==> config.mk <==
export PLATFORM = sky130hd
export DESIGN_NAME = mem_axi_master_flat
export DESIGN_NICKNAME = d
export VERILOG_FILES = /design/src/rtl/mem_axi_master_pkg.sv /design/src/rtl/mem_axi_master_if.sv /design/src/rtl/mem_axi_master_lsu_align.sv /design/src/rtl/mem_axi_master.sv /design/src/flat_wrapper.sv
export SDC_FILE = /design/constraint.sdc
export NUM_CORES = 1
export LEC_CHECK = 0
export CAP_MARGIN = 30
export CORE_AREA = 4 4 187 189
export DETAILED_ROUTE_END_ITERATION = 12
export DIE_AREA = 0 0 191 193
export PLACE_DENSITY = 0.68
export SLEW_MARGIN = 10
export SYNTH_ARGS = -nofsm -noshare
export SYNTH_HDL_FRONTEND = slang
export SYNTH_SLANG_ARGS = --single-unit
==> constraint.sdc <==
create_clock -name clk -period 4.05 [get_ports clk]
set_input_delay 1.215 -clock clk [delete_from_list [all_inputs] [get_ports clk]]
set_output_delay 1.215 -clock clk [all_outputs]
set_load 0.1 [all_outputs]
==> src/rtl/mem_axi_master_pkg.sv <==
// Shared codes for the MEM-stage AXI4-Lite load/store unit: funct3 sizes, AXI
// response codes, FSM state encoding and the byte-size mask helper.
package mem_axi_master_pkg;

  localparam logic [31:0] INST_NOP = 32'h0000_0013;

  localparam logic [2:0] F3_LB  = 3'b000;
  localparam logic [2:0] F3_LH  = 3'b001;
  localparam logic [2:0] F3_LW  = 3'b010;
  localparam logic [2:0] F3_LD  = 3'b011;
  localparam logic [2:0] F3_LBU = 3'b100;
  localparam logic [2:0] F3_LHU = 3'b101;
  localparam logic [2:0] F3_LWU = 3'b110;
  localparam logic [2:0] F3_SB  = 3'b000;
  localparam logic [2:0] F3_SH  = 3'b001;
  localparam logic [2:0] F3_SW  = 3'b010;
  localparam logic [2:0] F3_SD  = 3'b011;

  localparam logic [1:0] RESP_OKAY   = 2'b00;
  localparam logic [1:0] RESP_EXOKAY = 2'b01;
  localparam logic [1:0] RESP_SLVERR = 2'b10;
  localparam logic [1:0] RESP_DECERR = 2'b11;

  typedef enum logic [2:0] {
    S_IDLE  = 3'd0,
    S_RADDR = 3'd1,
    S_RDATA = 3'd2,
    S_WREQ  = 3'd3,
    S_WRESP = 3'd4,
    S_DONE  = 3'd5
  } state_t;

  // funct3[1:0] encodes log2 of the access size in bytes
  function automatic logic [7:0] size_mask(input logic [1:0] sz);
    case (sz)
      2'd0:    return 8'h01;
      2'd1:    return 8'h03;
      2'd2:    return 8'h0F;
      default: return 8'hFF;
    endcase
  endfunction

endpackage

==> src/rtl/mem_axi_master_if.sv <==
// AXI4-Lite bus, 64-bit data, between the MEM-stage master and a memory slave.
// Valids are driven by the source side and held until the matching ready.
interface mem_axi_master_if #(
  parameter int AW = 32
);
  logic [AW-1:0] m_awaddr;
  logic          m_awvalid;
  logic          m_awready;
  logic [63:0]   m_wdata;
  logic [7:0]    m_wstrb;
  logic          m_wvalid;
  logic          m_wready;
  logic [1:0]    m_bresp;
  logic          m_bvalid;
  logic          m_bready;
  logic [AW-1:0] m_araddr;
  logic          m_arvalid;
  logic          m_arready;
  logic [63:0]   m_rdata;
  logic [1:0]    m_rresp;
  logic          m_rvalid;
  logic          m_rready;

  modport master (
    output m_awaddr, m_awvalid, m_wdata, m_wstrb, m_wvalid, m_bready,
    output m_araddr, m_arvalid, m_rready,
    input  m_awready, m_wready, m_bresp, m_bvalid,
    input  m_arready, m_rdata, m_rresp, m_rvalid
  );

  modport slave (
    input  m_awaddr, m_awvalid, m_wdata, m_wstrb, m_wvalid, m_bready,
    input  m_araddr, m_arvalid, m_rready,
    output m_awready, m_wready, m_bresp, m_bvalid,
    output m_arready, m_rdata, m_rresp, m_rvalid
  );
endinterface

==> src/rtl/mem_axi_master_lsu_align.sv <==
// Combinational lane steering: store replicate/strobe, load extract/extend, misalignment.
// Zero latency, no handshake; purely a function of funct3 and the low address bits.
module lsu_align
  import mem_axi_master_pkg::*;
(
  input  logic [2:0]  i_funct3,
  input  logic [2:0]  i_lane,
  input  logic [63:0] i_wsrc,
  input  logic [63:0] i_rdata,
  output logic [63:0] o_wdata,
  output logic [7:0]  o_wstrb,
  output logic [63:0] o_ldata,
  output logic        o_misal
);

  logic [1:0]  w_size;
  logic [63:0] w_shift;

  assign w_size = i_funct3[1:0];

  always_comb begin
    o_wdata = i_wsrc;
    o_ldata = 64'd0;
    o_misal = 1'b0;
    o_wstrb = size_mask(w_size) << i_lane;
    w_shift = i_rdata >> {i_lane, 3'b000};
    // funct3[2] set means zero-extend (LBU/LHU/LWU)
    case (w_size)
      2'd0: begin
        o_wdata = {8{i_wsrc[7:0]}};
        o_ldata = i_funct3[2] ? {56'd0, w_shift[7:0]} : {{56{w_shift[7]}}, w_shift[7:0]};
      end
      2'd1: begin
        o_wdata = {4{i_wsrc[15:0]}};
        o_ldata = i_funct3[2] ? {48'd0, w_shift[15:0]} : {{48{w_shift[15]}}, w_shift[15:0]};
        o_misal = i_lane[0];
      end
      2'd2: begin
        o_wdata = {2{i_wsrc[31:0]}};
        o_ldata = i_funct3[2] ? {32'd0, w_shift[31:0]} : {{32{w_shift[31]}}, w_shift[31:0]};
        o_misal = |i_lane[1:0];
      end
      default: begin
        o_wdata = i_wsrc;
        o_ldata = w_shift;
        o_misal = |i_lane;
      end
    endcase
  end

endmodule

==> src/rtl/mem_axi_master.sv <==
// MEM-stage load/store unit: one AXI4-Lite transaction per request, holding EX/MEM via mem_en_o.
// Latency 1 cycle for non-memory ops, 3+ for memory ops; stalls on any missing ready/valid.
module mem_axi_master
  import mem_axi_master_pkg::*;
#(
  parameter int AW = 32
) (
  input  logic             clk,
  input  logic             rst,
  input  logic [4:0]       rd_addr_i,
  input  logic [63:0]      rd_data_i,
  input  logic             rd_wen_i,
  input  logic             read_ram_i,
  input  logic             write_ram_i,
  input  logic [31:0]      inst_i,
  input  logic [AW-1:0]    addr_i,
  input  logic [63:0]      op2_i,
  output logic             mem_en_o,
  output logic [4:0]       rd_addr_o,
  output logic [63:0]      rd_data_o,
  output logic             rd_wen_o,
  output logic             err_o,
  mem_axi_master_if.master m_axi
);

  state_t        r_state, w_next;
  logic          r_arvalid, r_awvalid, r_wvalid, r_rd_wen, r_err;
  logic [AW-1:0] r_araddr, r_awaddr;
  logic [63:0]   r_wdata, r_rd_data;
  logic [7:0]    r_wstrb;
  logic [4:0]    r_rd_addr;
  logic          w_req, w_misal, w_aw_ok, w_w_ok, w_unused;
  logic [63:0]   w_wdata, w_ldata;
  logic [7:0]    w_wstrb;

  lsu_align u_align (
    .i_funct3 (inst_i[14:12]),
    .i_lane   (addr_i[2:0]),
    .i_wsrc   (op2_i),
    .i_rdata  (m_axi.m_rdata),
    .o_wdata  (w_wdata),
    .o_wstrb  (w_wstrb),
    .o_ldata  (w_ldata),
    .o_misal  (w_misal)
  );

  assign w_unused = ^{inst_i[31:15], inst_i[11:0]};
  assign w_req    = read_ram_i | write_ram_i;
  assign w_aw_ok  = ~r_awvalid | m_axi.m_awready;
  assign w_w_ok   = ~r_wvalid | m_axi.m_wready;

  always_ff @(posedge clk or negedge rst) begin
    if (!rst) r_state <= S_IDLE;
    else      r_state <= w_next;
  end

  always_comb begin
    w_next = r_state;
    case (r_state)
      S_IDLE:  if (w_req) w_next = w_misal ? S_DONE : (read_ram_i ? S_RADDR : S_WREQ);
      S_RADDR: if (m_axi.m_arready) w_next = S_RDATA;
      S_RDATA: if (m_axi.m_rvalid) w_next = S_DONE;
      S_WREQ:  if (w_aw_ok && w_w_ok) w_next = S_WRESP;
      S_WRESP: if (m_axi.m_bvalid) w_next = S_DONE;
      default: w_next = S_IDLE;
    endcase
  end

  always_comb begin
    mem_en_o       = 1'b0;
    m_axi.m_rready = 1'b0;
    m_axi.m_bready = 1'b0;
    case (r_state)
      S_IDLE:  mem_en_o = w_req;
      S_RADDR: mem_en_o = 1'b1;
      S_RDATA: begin mem_en_o = 1'b1; m_axi.m_rready = 1'b1; end
      S_WREQ:  mem_en_o = 1'b1;
      S_WRESP: begin mem_en_o = 1'b1; m_axi.m_bready = 1'b1; end
      default: mem_en_o = 1'b0;
    endcase
  end

  always_ff @(posedge clk or negedge rst) begin
    if (!rst) begin
      r_arvalid <= 1'b0;
      r_awvalid <= 1'b0;
      r_wvalid  <= 1'b0;
      r_araddr  <= '0;
      r_awaddr  <= '0;
      r_wdata   <= 64'd0;
      r_wstrb   <= 8'd0;
      r_rd_addr <= 5'd0;
      r_rd_data <= 64'd0;
      r_rd_wen  <= 1'b0;
      r_err     <= 1'b0;
    end else begin
      r_err <= 1'b0;
      case (r_state)
        S_IDLE: begin
          if (!w_req) begin
            r_rd_addr <= rd_addr_i;
            r_rd_data <= rd_data_i;
            r_rd_wen  <= rd_wen_i;
          end else if (w_misal) begin
            r_rd_wen <= 1'b0;
            r_err    <= 1'b1;
          end else if (read_ram_i) begin
            r_arvalid <= 1'b1;
            r_araddr  <= addr_i;
          end else begin
            r_awvalid <= 1'b1;
            r_wvalid  <= 1'b1;
            r_awaddr  <= addr_i;
            r_wdata   <= w_wdata;
            r_wstrb   <= w_wstrb;
          end
        end
        S_RADDR: if (m_axi.m_arready) r_arvalid <= 1'b0;
        S_RDATA: begin
          if (m_axi.m_rvalid) begin
            r_rd_addr <= rd_addr_i;
            r_rd_data <= w_ldata;
            r_rd_wen  <= (m_axi.m_rresp == RESP_OKAY) ? rd_wen_i : 1'b0;
            r_err     <= (m_axi.m_rresp != RESP_OKAY);
          end
        end
        S_WREQ: begin
          if (m_axi.m_awready) r_awvalid <= 1'b0;
          if (m_axi.m_wready)  r_wvalid  <= 1'b0;
        end
        S_WRESP: begin
          if (m_axi.m_bvalid) begin
            r_rd_wen <= 1'b0;
            r_err    <= (m_axi.m_bresp != RESP_OKAY);
          end
        end
        default: r_rd_wen <= 1'b0;
      endcase
    end
  end

  assign m_axi.m_arvalid = r_arvalid;
  assign m_axi.m_araddr  = r_araddr;
  assign m_axi.m_awvalid = r_awvalid;
  assign m_axi.m_awaddr  = r_awaddr;
  assign m_axi.m_wvalid  = r_wvalid;
  assign m_axi.m_wdata   = r_wdata;
  assign m_axi.m_wstrb   = r_wstrb;
  assign rd_addr_o       = r_rd_addr;
  assign rd_data_o       = r_rd_data;
  assign rd_wen_o        = r_rd_wen;
  assign err_o           = r_err;

endmodule

==> src/flat_wrapper.sv <==
// flat-port wrapper written by rule: the top's interface ports become plain ports
module mem_axi_master_flat import mem_axi_master_pkg::*;
#(
  parameter int AW = 32
)
  (clk, rst, rd_addr_i, rd_data_i, rd_wen_i, read_ram_i, write_ram_i, inst_i, addr_i, op2_i, mem_en_o, rd_addr_o, rd_data_o, rd_wen_o, err_o, m_axi_m_awaddr, m_axi_m_awvalid, m_axi_m_wdata, m_axi_m_wstrb, m_axi_m_wvalid, m_axi_m_bready, m_axi_m_araddr, m_axi_m_arvalid, m_axi_m_rready, m_axi_m_awready, m_axi_m_wready, m_axi_m_bresp, m_axi_m_bvalid, m_axi_m_arready, m_axi_m_rdata, m_axi_m_rresp, m_axi_m_rvalid);
  mem_axi_master_if #(.AW(AW)) m_axi_i ();
  input  logic clk;
  input  logic rst;
  input  logic [4:0] rd_addr_i;
  input  logic [63:0] rd_data_i;
  input  logic rd_wen_i;
  input  logic read_ram_i;
  input  logic write_ram_i;
  input  logic [31:0] inst_i;
  input  logic [AW-1:0] addr_i;
  input  logic [63:0] op2_i;
  output logic mem_en_o;
  output logic [4:0] rd_addr_o;
  output logic [63:0] rd_data_o;
  output logic rd_wen_o;
  output logic err_o;
  output wire logic [$bits(m_axi_i.m_awaddr)-1:0] m_axi_m_awaddr;
  output wire logic [$bits(m_axi_i.m_awvalid)-1:0] m_axi_m_awvalid;
  output wire logic [$bits(m_axi_i.m_wdata)-1:0] m_axi_m_wdata;
  output wire logic [$bits(m_axi_i.m_wstrb)-1:0] m_axi_m_wstrb;
  output wire logic [$bits(m_axi_i.m_wvalid)-1:0] m_axi_m_wvalid;
  output wire logic [$bits(m_axi_i.m_bready)-1:0] m_axi_m_bready;
  output wire logic [$bits(m_axi_i.m_araddr)-1:0] m_axi_m_araddr;
  output wire logic [$bits(m_axi_i.m_arvalid)-1:0] m_axi_m_arvalid;
  output wire logic [$bits(m_axi_i.m_rready)-1:0] m_axi_m_rready;
  input wire logic [$bits(m_axi_i.m_awready)-1:0] m_axi_m_awready;
  input wire logic [$bits(m_axi_i.m_wready)-1:0] m_axi_m_wready;
  input wire logic [$bits(m_axi_i.m_bresp)-1:0] m_axi_m_bresp;
  input wire logic [$bits(m_axi_i.m_bvalid)-1:0] m_axi_m_bvalid;
  input wire logic [$bits(m_axi_i.m_arready)-1:0] m_axi_m_arready;
  input wire logic [$bits(m_axi_i.m_rdata)-1:0] m_axi_m_rdata;
  input wire logic [$bits(m_axi_i.m_rresp)-1:0] m_axi_m_rresp;
  input wire logic [$bits(m_axi_i.m_rvalid)-1:0] m_axi_m_rvalid;
  assign m_axi_m_awaddr = m_axi_i.m_awaddr;
  assign m_axi_m_awvalid = m_axi_i.m_awvalid;
  assign m_axi_m_wdata = m_axi_i.m_wdata;
  assign m_axi_m_wstrb = m_axi_i.m_wstrb;
  assign m_axi_m_wvalid = m_axi_i.m_wvalid;
  assign m_axi_m_bready = m_axi_i.m_bready;
  assign m_axi_m_araddr = m_axi_i.m_araddr;
  assign m_axi_m_arvalid = m_axi_i.m_arvalid;
  assign m_axi_m_rready = m_axi_i.m_rready;
  assign m_axi_i.m_awready = m_axi_m_awready;
  assign m_axi_i.m_wready = m_axi_m_wready;
  assign m_axi_i.m_bresp = m_axi_m_bresp;
  assign m_axi_i.m_bvalid = m_axi_m_bvalid;
  assign m_axi_i.m_arready = m_axi_m_arready;
  assign m_axi_i.m_rdata = m_axi_m_rdata;
  assign m_axi_i.m_rresp = m_axi_m_rresp;
  assign m_axi_i.m_rvalid = m_axi_m_rvalid;
  mem_axi_master #(.AW(AW)) u_core (.clk(clk), .rst(rst), .rd_addr_i(rd_addr_i), .rd_data_i(rd_data_i), .rd_wen_i(rd_wen_i), .read_ram_i(read_ram_i), .write_ram_i(write_ram_i), .inst_i(inst_i), .addr_i(addr_i), .op2_i(op2_i), .mem_en_o(mem_en_o), .rd_addr_o(rd_addr_o), .rd_data_o(rd_data_o), .rd_wen_o(rd_wen_o), .err_o(err_o), .m_axi(m_axi_i));
endmodule
# Word level (Yosys, flattened, before mapping)
# Cells that the tools add are included.
# word_totals
inputBits,275
reg_bits,213
out_inout_bits,213
elab_cells,108
# op_classes
bitwise_logic,8
muxes,47
shifts,2
eq_ne,18
n_reduce_logical,21
# op_table
cell,count
one-hot mux 64 bit (3 select lines),2
2-to-1 mux 64 bit,5
one-hot mux 64 bit (2 select lines),1
right shift 64 x 6 -> 64 bit,1
one-hot mux 8 bit (3 select lines),1
2-to-1 mux 1 bit,20
AND reduction 5 bit,4
2-to-1 mux 3 bit,6
inequality test 2 bit (second input constant),9
one-hot mux 3 bit (5 select lines),1
AND reduction 4 bit,3
2-to-1 mux 5 bit,2
one-hot mux 5 bit (2 select lines),1
nonzero test 2 bit,5
one-hot mux 1 bit (2 select lines),4
left shift 8 x 3 -> 8 bit,1
== test 3 x 2 -> 1 bit (second input constant),2
one-hot mux 1 bit (3 select lines),2
inverter 1 bit,5
logical NOT 2 bit,2
inequality test 2 x 1 -> 1 bit (second input constant),2
one-hot mux 1 bit (4 select lines),1
OR reduction 2 bit,2
OR reduction 4 bit,1
11 further kinds,13

# Longest topological paths before layout
# Gate-level depths: netlist (run 1).
# logic_depth
ltp_word,5
depth_mapped,9

# Hierarchy
# A second synthesis (run 1) with hierarchy kept.
# hier_totals
hier_cells,1041
area_unflattened_um2,12226.7
# modules_own_cells
mod,area_each_um2,seq_area_each_um2,cells_each,instances
mem_axi_master,8689.6,5330.1,648,1
lsu_align,3537.1,0.0,393,1

# Worst setup path after synthesis (run 1)
# Ideal clock, no wire load.
# synth_path
path_kind,input to output
from,input read_ram_i
to,output mem_en_o
arrival_time_ns,2.911
slack_ns,-0.076
required_ns,2.835
path_buffers,1
cell_stages,3
path_cell_list,buf_2 > nor4_1 > a21oi_1
# synth_via
elab_chain_cells,2
# synth_lines
item,line_no,text
start: declaration,flat_wrapper.sv:13,input logic read_ram_i;
bitwise OR 1 bit,mem_axi_master.sv:48,assign w_req = read_ram_i | write_ram_i;
one-hot mux 1 bit (2 select lines),mem_axi_master.sv:73,case (r_state)
end: declaration,flat_wrapper.sv:18,output logic mem_en_o;
# Every way passes these cells.

# Final worst setup path (run 1)
# layout_path
from,input write_ram_i
to,output mem_en_o
# layout_via
elab_chain_cells,2
# layout_lines
item,line_no,text
start: declaration,flat_wrapper.sv:14,input logic write_ram_i;
bitwise OR 1 bit,mem_axi_master.sv:48,
one-hot mux 1 bit (2 select lines),mem_axi_master.sv:73,
# Every way passes these cells.

==> results of run 1 <==
synthesized netlist by cell type (3+ instances only):
library cell	number	area (sq um)
o31ai_1	11	82.58
nor3_1	9	45.04
nor2_1	26	97.59
inv_1	4	15.01
a211oi_1	26	195.2
or3_1	38	237.7
o21ai_1	11	55.05
buf_6	12	135.1
nand2b_1	12	75.07
a311oi_1	7	61.31
nor2b_1	12	75.07
dfrtp_1	213	5330
mux2i_1	95	950.9
clkbuf_1	47	176.4
o221ai_1	3	26.28
buf_1	4	15.01
nand2_1	283	1062
mux2_2	67	754.5
o21ai_0	115	575.6
mux2_1	5	56.30
o32ai_1	10	87.58
a221o_1	4	40.04
a21o_1	19	142.6
buf_4	8	60.06
o22ai_1	26	162.7
a21oi_2	11	96.34
a21oi_1	42	210.2
o211ai_1	15	112.6
and2_1	9	56.30
or2_2	10	62.56
mux2_4	3	45.04
buf_2	30	150.1
mux4_2	7	157.7
final cells by class:
type                            instances  share of cell area [%]
Inverter                                5                  0.1069
Clock buffer                           37                   4.168
Antenna cell                            8                  0.1140
Clock inverter                          8                  0.5913
Timing Repair Buffer                  500                   28.10
Sequential cell                       213                   30.35
Tap cell                              448                   3.192
Multi-Input combinational cell        906                   33.38
routing by layer:
| layer | wire length [um] | GRT usage, % | share of wire, % |
|---|---|---|---|
| met5 | 18 | 0 | 0.039 |
| met2 | 21300 | 38.01 | 46 |
| met1 | 19050 | 31.49 | 41 |
| met4 | 1784 | 8.757 | 3.9 |
| met3 | 4126 | 7.454 | 8.9 |
path summary, 6_finish.rpt:
path | from | endpoint | slack [ns] | cells after the start
max | write_ram_i | mem_en_o | 0.53 | 4
min | u_core.m_axi.m_awaddr[30]$_DFFE_PN0P_ | u_core.m_axi.m_awaddr[30]$_DFFE_PN0P_ | 0.47 | 2
max reg2reg | u_core.r_state[0]$_DFFE_PN0P_ | u_core.rd_data_o[5]$_DFFE_PN0P_ | 1.47 | 7
min reg2reg | u_core.m_axi.m_awaddr[30]$_DFFE_PN0P_ | u_core.m_axi.m_awaddr[30]$_DFFE_PN0P_ | 0.47 | 2
max in group asynchronous | rst | u_core.m_axi.m_awaddr[16]$_DFFE_PN0P_ | 2.55 | 2
min in group asynchronous | rst | u_core.m_axi.m_wdata[21]$_DFFE_PN0P_ | 0.71 | 1
kinds of logic after synthesis:
kind of cell,count (synthesis),synth area share [%]
compound gates,319,17.67
mux,177,16.77
buf+inv,106,4.742
flops,213,45.50
simple gates,410,15.32
worst max-delay path: stages:
cell             delay [ns]
clkdlybuf4s50_1        0.50
nor4_1                 0.31
a21oi_2                0.08
buf_12                 0.19
registers in the layout (all words and copies together), names as in the netlist:
signal                  count
u_core.rd_addr_o            5
u_core.m_axi.m_wstrb        8
u_core.err_o                1
u_core.rd_wen_o             1
u_core.rd_data_o           64
u_core.m_axi.m_wdata       64
u_core.r_state              3
u_core.m_axi.m_araddr      32
u_core.m_axi.m_awaddr      32
u_core.m_axi.m_wvalid       1
u_core.m_axi.m_awvalid      1
u_core.m_axi.m_arvalid      1
stage by stage:
| stage | worst slack (ns) | util, % | cells | cell area [sq um] |
|---|---|---|---|---|
| floorplan | 0.5485 | - | 1225 | 11720 |
| global placement | 0.5527 | 50.11 | 2071 | 16680 |
| detailed placement | 0.5418 | 50.20 | 2072 | 16710 |
| CTS | 0.5373 | 52.71 | 2117 | 17540 |
| global route | 0.4955 | 52.73 | 2120 | 17550 |
| finish | 0.5294 | 52.77 | 2125 | 17560 |
==> metrics.yaml, run 1 <==
max_freq_mhz: 284.0
skew_ns: 0.01016
num_vias: 11145
ff_latch_area_sq_um: 5330
synth_nets: 1500
async_flop_share_pct: 100.0
track_usage_pct: 24.08
routed_via_density: 5.245
synth_edf_count: 0
gp_congestion: 0.8906
initial_core_util_pct: 35.20
maxSlewViolCount: 0
clock_latency_ns: 0.53
multi_input_area_sq_um: 5862
coreArea_sq_um: 33280
ys_types: 57
cts_tree: "done"
hold_path_class: "reg -> reg"
root_buffer: "clkbuf_16"
syn2layout_area_growth_pct: 49.92
drt-initial-drc-count: 621
hold_buffers: 0
crit_path_end_kind: "output port"
layout_common_cells: "clkdlybuf4s50_1 (419), nand2_1 (283), dfrtp_1 (213), o21ai_0 (115), mux2i_1 (95)"
synthesis.area_sq_um: 11710
grt_max_degree: 88
final_nets: 1927
dieArea_sq_um: 36860
grt_pass1_vias: 11230
critPathMaxFanout: 6
cts_made_buffers: 26
whs_ns: 0.4697
setup_tns_ns: 0
wl_um: 46280
worstPathArrival_ns: 2.31
fin_crit_sh_pct: 86.93
drc: 0
ys_seq_area_share_pct: 45.50
wire_per_inst_um: 21.78
grt_overflow: 0
worstSetupPathType: "in -> out"
ys.flop_type: "dfrtp_1"
fin_crit_ns: 3.521
io_pins: 488
fillCellCount: 3070
max-cap-violations: 0
cts_setup_buffers: 0
cts.clk_slew.worst_paths_ns: 0.05
hold_violations: 0
die_w_um: 191
htree_levels: 1
postRouteAntennaNets: 0
tightest_slew_ns: 1.038
rows: 67
firstDrtPassIters: 8
layout_commonest_cell: "clkdlybuf4s50_1"
yosys_warnings: 0
clockBufferDepth: 3
cp.required_ns: 2.83
portBuffers: 458
grt_pass1_wl_um: 69120
netlist_instances: 1225
crit_path_start_kind: "input pin"
hpwl_um: 34380
drive_above_1_share_pct: 14.02
cts_resized: 0
grt_antenna_before_repair: 4
avgSynthCellArea_sq_um: 9.562
synth-seq-cells: 213
rsz0062_at_grt: "false"
die-height_um: 193
status: "finished clean"
finalSetupViolCount: 0
cts_sinks: 213
slew-limit-headroom_pct: 30.61
Power of run 1 is left out: the tool's default activity adds up to more than one toggle a clock period on the data nets, which glitch-free logic cannot reach.
==> inputs of run 2 (changes only) <==
--- a/config.mk
+++ b/config.mk
@@ -6,10 +6,14 @@
 export NUM_CORES = 1
 export LEC_CHECK = 0
 export CAP_MARGIN = 30
-export CORE_AREA = 4 4 187 189
+export CELL_PAD_IN_SITES_DETAIL_PLACEMENT = 2
+export CELL_PAD_IN_SITES_GLOBAL_PLACEMENT = 2
+export CORE_ASPECT_RATIO = 0.75
+export CORE_MARGIN = 4
+export CORE_UTILIZATION = 27
 export DETAILED_ROUTE_END_ITERATION = 12
-export DIE_AREA = 0 0 191 193
-export PLACE_DENSITY = 0.68
+export PLACE_DENSITY_LB_ADDON = 0.1
+export RECOVER_POWER = 100
 export SLEW_MARGIN = 10
 export SYNTH_ARGS = -nofsm -noshare
 export SYNTH_HDL_FRONTEND = slang
==> metrics.yaml, run 2 (synthesis gave the netlist of run 1 again) <==
final_nets: 1941
finalSetupViolCount: 0
hold_buffers: 0
pre_cts_ws_ns: 0.4097
critPathMaxFanout: 2
wire_per_inst_um: 25.56
worstPathArrival_ns: 2.41
fin_crit_ns: 3.628
dieArea_sq_um: 46820
crit_path_start_kind: "input pin"
cp_cell_sequence: "dlygate4sd3_1, nor4_1, a21oi_2, buf_12"
violations: "max-capacitance violations, max-slew violations"
num_vias: 11370
setup_tns_ns: 0
portBuffers: 458
rsz0062_at_grt: "false"
die-height_um: 188.4
grt_antenna_before_repair: 12
grt_max_degree: 90
cp.required_ns: 2.83
firstDrtPassIters: 4
worstSetupPathType: "in -> out"
routed_via_density: 5.035
cts_made_buffers: 26
fin_crit_sh_pct: 89.57
htree_levels: 1
cts_sinks: 213
max_freq_mhz: 275.7
drive_above_1_share_pct: 11.81
maxSlewViolCount: 61
cts.clk_slew.worst_paths_ns: 0.06
layout_common_cells: "nand2_1 (283), clkdlybuf4s50_1 (238), dfrtp_1 (213), dlygate4sd3_1 (133), o21ai_0 (125)"
setup_ws_ns: 0.4223
root_buffer: "clkbuf_16"
status: "complete, but fails checks"
slew-limit-headroom_pct: -7.914
clock_latency_ns: 0.56
hold_path_class: "reg -> reg"
hold_violations: 0
drt-initial-drc-count: 554
gp_congestion: 0.8586
layout_commonest_cell: "nand2_1"
clockBufferDepth: 3
skew_ns: 0.01677
cts_resized: 0
grt_pass1_vias: 12454
postRouteAntennaNets: 0
track_usage_pct: 23.70
cts_tree: "done"
cts_setup_buffers: 0
max_stage_delay_ns: 0.59
crit_slowest_cell: "dlygate4sd3_1"
wl_um: 57720
drc: 0
tightest_slew_ns: 1.619
multi_input_area_sq_um: 5797
fillCellCount: 4624
crit_path_end_kind: "output port"
rows: 65
grt_overflow: 0
initial_core_util_pct: 27.59
io_pins: 488
syn2layout_area_growth_pct: 47.67
ff_latch_area_sq_um: 5330
die_w_um: 248.5
coreArea_sq_um: 42450
hpwl_um: 43900
grt_pass1_wl_um: 85440
max-cap-violations: 1
==> run 2: cell types whose count changed in the layout (fill, tap and decap cells not counted), sizes merged <==
| cell | delta |
|---|---|
| clkbuf | +92 |
| dlygate4sd3 | +133 |
| buf | -28 |
| clkdlybuf4s50 | -181 |
| bufinv | -1 |
| diode | -4 |
| clkinv | +1 |
==> run 2: layer usage <==
metal | vias up | track usage, % | share of wire [%]
met5 | - | 0 | 0.23
met4 | 20 | 2.998 | 1.5
met3 | 70 | 7.672 | 6.9
met2 | 255 | 38.47 | 46
met1 | 5783 | 31.99 | 45
li1 | 5242 | - | -
==> run 2: worst max-delay path: cells and delay by family <==
| kind | cells | cell delay, ns |
|---|---|---|
| buffers and inverters | 2 | 0.78 |
| AND/OR/NAND/NOR | 1 | 0.33 |
| AO/OA/AOI/OAI | 1 | 0.08 |
==> run 2: layout make-up <==
type                       count  area share, %
inverter                       5         0.1085
sequential                   213          30.81
clock inverter                 8         0.4557
antenna                        4        0.05787
multi-input combinational    906          33.51
tap                          569          4.116
clock buffer                  39          4.217
timing repair buffer         514          26.72
==> run 2: final timing paths <==
kind / from / to / slack [ns] / cells past startpoint
setup / recovery: read_ram_i / mem_en_o / 0.42 / 4
hold / removal: u_core.m_axi.m_awaddr[17]$_DFFE_PN0P_ / u_core.m_axi.m_awaddr[17]$_DFFE_PN0P_ / 0.47 / 2
setup reg to reg: u_core.r_state[0]$_DFFE_PN0P_ / u_core.rd_data_o[28]$_DFFE_PN0P_ / 0.99 / 8
hold reg to reg: u_core.m_axi.m_awaddr[17]$_DFFE_PN0P_ / u_core.m_axi.m_awaddr[17]$_DFFE_PN0P_ / 0.47 / 2
max in group asynchronous: rst / u_core.err_o$_DFF_PN0_ / 0.84 / 2
min in group asynchronous: rst / u_core.m_axi.m_wdata[19]$_DFFE_PN0P_ / 1.05 / 1
==> run 2: stage by stage <==
step           utilization (%)  cell area [sq um]  hold slack, ns  instances
6_report                 40.75              17300          0.4680       2258
5_1_grt                  40.73              17290          0.4895       2255
4_1_cts                  41.58              17650          0.4807       2251
3_5_place_dp             39.68              16840          0.4659       2204
3_3_place_gp             39.53              16780          0.4568       2201
2_1_floorplan                -              11720          0.5955       1225
Power of run 2 is left out for the same reason.
==> inputs of run 3 (changes only) <==
--- a/config.mk
+++ b/config.mk
@@ -5,12 +5,14 @@
 export SDC_FILE = /design/constraint.sdc
 export NUM_CORES = 1
 export LEC_CHECK = 0
+export ABC_AREA = 0
 export CAP_MARGIN = 30
 export CELL_PAD_IN_SITES_DETAIL_PLACEMENT = 2
 export CELL_PAD_IN_SITES_GLOBAL_PLACEMENT = 2
 export CORE_ASPECT_RATIO = 0.75
 export CORE_MARGIN = 4
-export CORE_UTILIZATION = 27
+export CORE_UTILIZATION = 28
+export CTS_BUF_LIST = sky130_fd_sc_hd__clkbuf_8
 export DETAILED_ROUTE_END_ITERATION = 12
 export PLACE_DENSITY_LB_ADDON = 0.1
 export RECOVER_POWER = 100
==> metrics.yaml, run 3 (synthesis gave the netlist of run 1 again) <==
skew_ns: 0.02643
tightest_slew_ns: 2.412
violations: "max-capacitance violations, max-slew violations"
reg2reg_slack_ns: 1.18
max_stage_delay_ns: 0.64
hpwl_um: 43700
cp.required_ns: 2.83
wl_um: 58090
routed_via_density: 5.079
final_nets: 1950
slew-limit-headroom_pct: -60.83
status: "complete, but fails checks"
clock_latency_ns: 0.59
grt_antenna_before_repair: 12
setup_tns_ns: 0
io_pins: 488
dieArea_sq_um: 45210
maxSlewViolCount: 216
wire_per_inst_um: 25.59
use_met3_pct: 7.670
whs_endpoint: "u_core.m_axi.m_wdata[26]$_DFFE_PN0P_"
rows: 64
critPathMaxFanout: 6
fin_crit_sh_pct: 90.77
crit_slowest_cell: "dlygate4sd3_1"
num_vias: 11529
worstRegToRegCells: 7
track_usage_pct: 24.92
cts_made_buffers: 40
cts_resized: 0
die-height_um: 185.1
grt_overflow: 0
fin_crit_ns: 3.676
grt_max_degree: 99
max_freq_mhz: 272.0
rsz0062_at_grt: "false"
cts_tree: "done"
grt_pass1_vias: 12775
coreArea_sq_um: 41080
portBuffers: 458
hold_violations: 0
cts_setup_buffers: 0
drc: 0
syn2layout_area_growth_pct: 47.58
finalSetupViolCount: 0
met2_usage_pct: 39.82
die_w_um: 244.2
gp_congestion: 0.8225
hold_depth: 2
firstDrtPassIters: 6
worstSetupPathType: "in -> out"
crit_path_end_kind: "output port"
layout_commonest_cell: "nand2_1"
fillCellCount: 4518
drt-initial-drc-count: 506
cts_sinks: 213
path_buf_inv: 2
r2r-end: "u_core.rd_data_o[28]$_DFFE_PN0P_"
clockBufferDepth: 3
max-cap-violations: 3
root_buffer: "clkbuf_8"
crit_family: "buffers and inverters"
hold_start: "u_core.m_axi.m_wdata[26]$_DFFE_PN0P_"
hold_buffers: 0
worstPathArrival_ns: 2.46
cts.clk_slew.worst_paths_ns: 0.06
initial_core_util_pct: 28.51
cp_cell_sequence: "dlygate4sd3_1, nor4_1, a21oi_2, buf_12"
top_usage_layer: "met2"
postRouteAntennaNets: 0
hold_path_class: "reg -> reg"
layout_common_cells: "nand2_1 (283), clkdlybuf4s50_1 (237), dfrtp_1 (213), dlygate4sd3_1 (134), o21ai_0 (127)"
grt_pass1_wl_um: 85280
drive_above_1_share_pct: 12.96
rr_startpoint: "u_core.r_state[0]$_DFFE_PN0P_"
htree_levels: 2
crit_path_start_kind: "input pin"
grt_use_met1_pct: 33.34
[run 3: cell types whose count changed in the layout (fill, tap and decap cells not counted), sizes merged]
cell / delta
inv: +17
clkbuf: +4
buf: -3
clkdlybuf4s50: -1
clkinv: +1
clkinvlp: +1
dlygate4sd3: +1
[run 3: worst max-delay path by stage]
| stage | endpoint | slack (ns) | start | cells after the start |
|---|---|---|---|---|
| 2_1_floorplan | mem_en_o | 0.55 | read_ram_i | 3 |
| 5_1_grt | u_core.m_axi.m_wdata[60]$_DFFE_PN0P_ | 0.22 | inst_i[13] | 7 |
| 3_5_place_dp | u_core.rd_data_o[29]$_DFFE_PN0P_ | 0.27 | m_axi_m_rdata[55] | 6 |
| 6_report | mem_en_o | 0.37 | write_ram_i | 4 |
| 3_3_place_gp | u_core.rd_data_o[30]$_DFFE_PN0P_ | 0.35 | m_axi_m_rdata[55] | 6 |
| 4_1_cts | mem_en_o | 0.47 | write_ram_i | 4 |
[run 3: worst register-to-register path, cell delays in order, from the launching register on]
cell and delay [ns]:
dfrtp_1 0.54, nor2_1 0.32, nand2_1 0.25, inv_1 0.20, buf_4 0.39, o41ai_4 0.25, a211oi_1 0.61, o21ai_0 0.18
[run 3: per-stage QoR]
stage | area (sq um) | setup slack (ns) | util [%] | instances | hold slack (ns)
finish | 17290 | 0.3739 | 42.08 | 2270 | 0.4708
global route | 17280 | 0.2164 | 42.07 | 2269 | 0.4780
CTS | 17610 | 0.4693 | 42.87 | 2263 | 0.4819
detailed placement | 16840 | 0.2726 | 40.98 | 2191 | 0.4671
global placement | 16730 | 0.3459 | 40.72 | 2187 | 0.4571
floorplan | 11720 | 0.5485 | - | 1225 | 0.5955
[run 3: routing by layer]
metal  up-vias  wire, um
met2       295     26830
met5         -       108
met4        16      1187
met3        84      4160
li1       5264         -
met1      5870     25800
[run 3: cell type report]
class / instances / area, sq um / share of cell area, %
Multi-Input combinational cell: 906 / 5824 / 33.69
Sequential cell: 213 / 5330 / 30.83
Timing Repair Buffer: 509 / 4627 / 26.77
Tap cell: 561 / 701.9 / 4.061
Clock buffer: 45 / 619.3 / 3.583
Clock inverter: 27 / 155.1 / 0.8975
Inverter: 5 / 18.77 / 0.1086
Antenna cell: 4 / 10.01 / 0.05790
Power of run 3 is left out for the same reason.
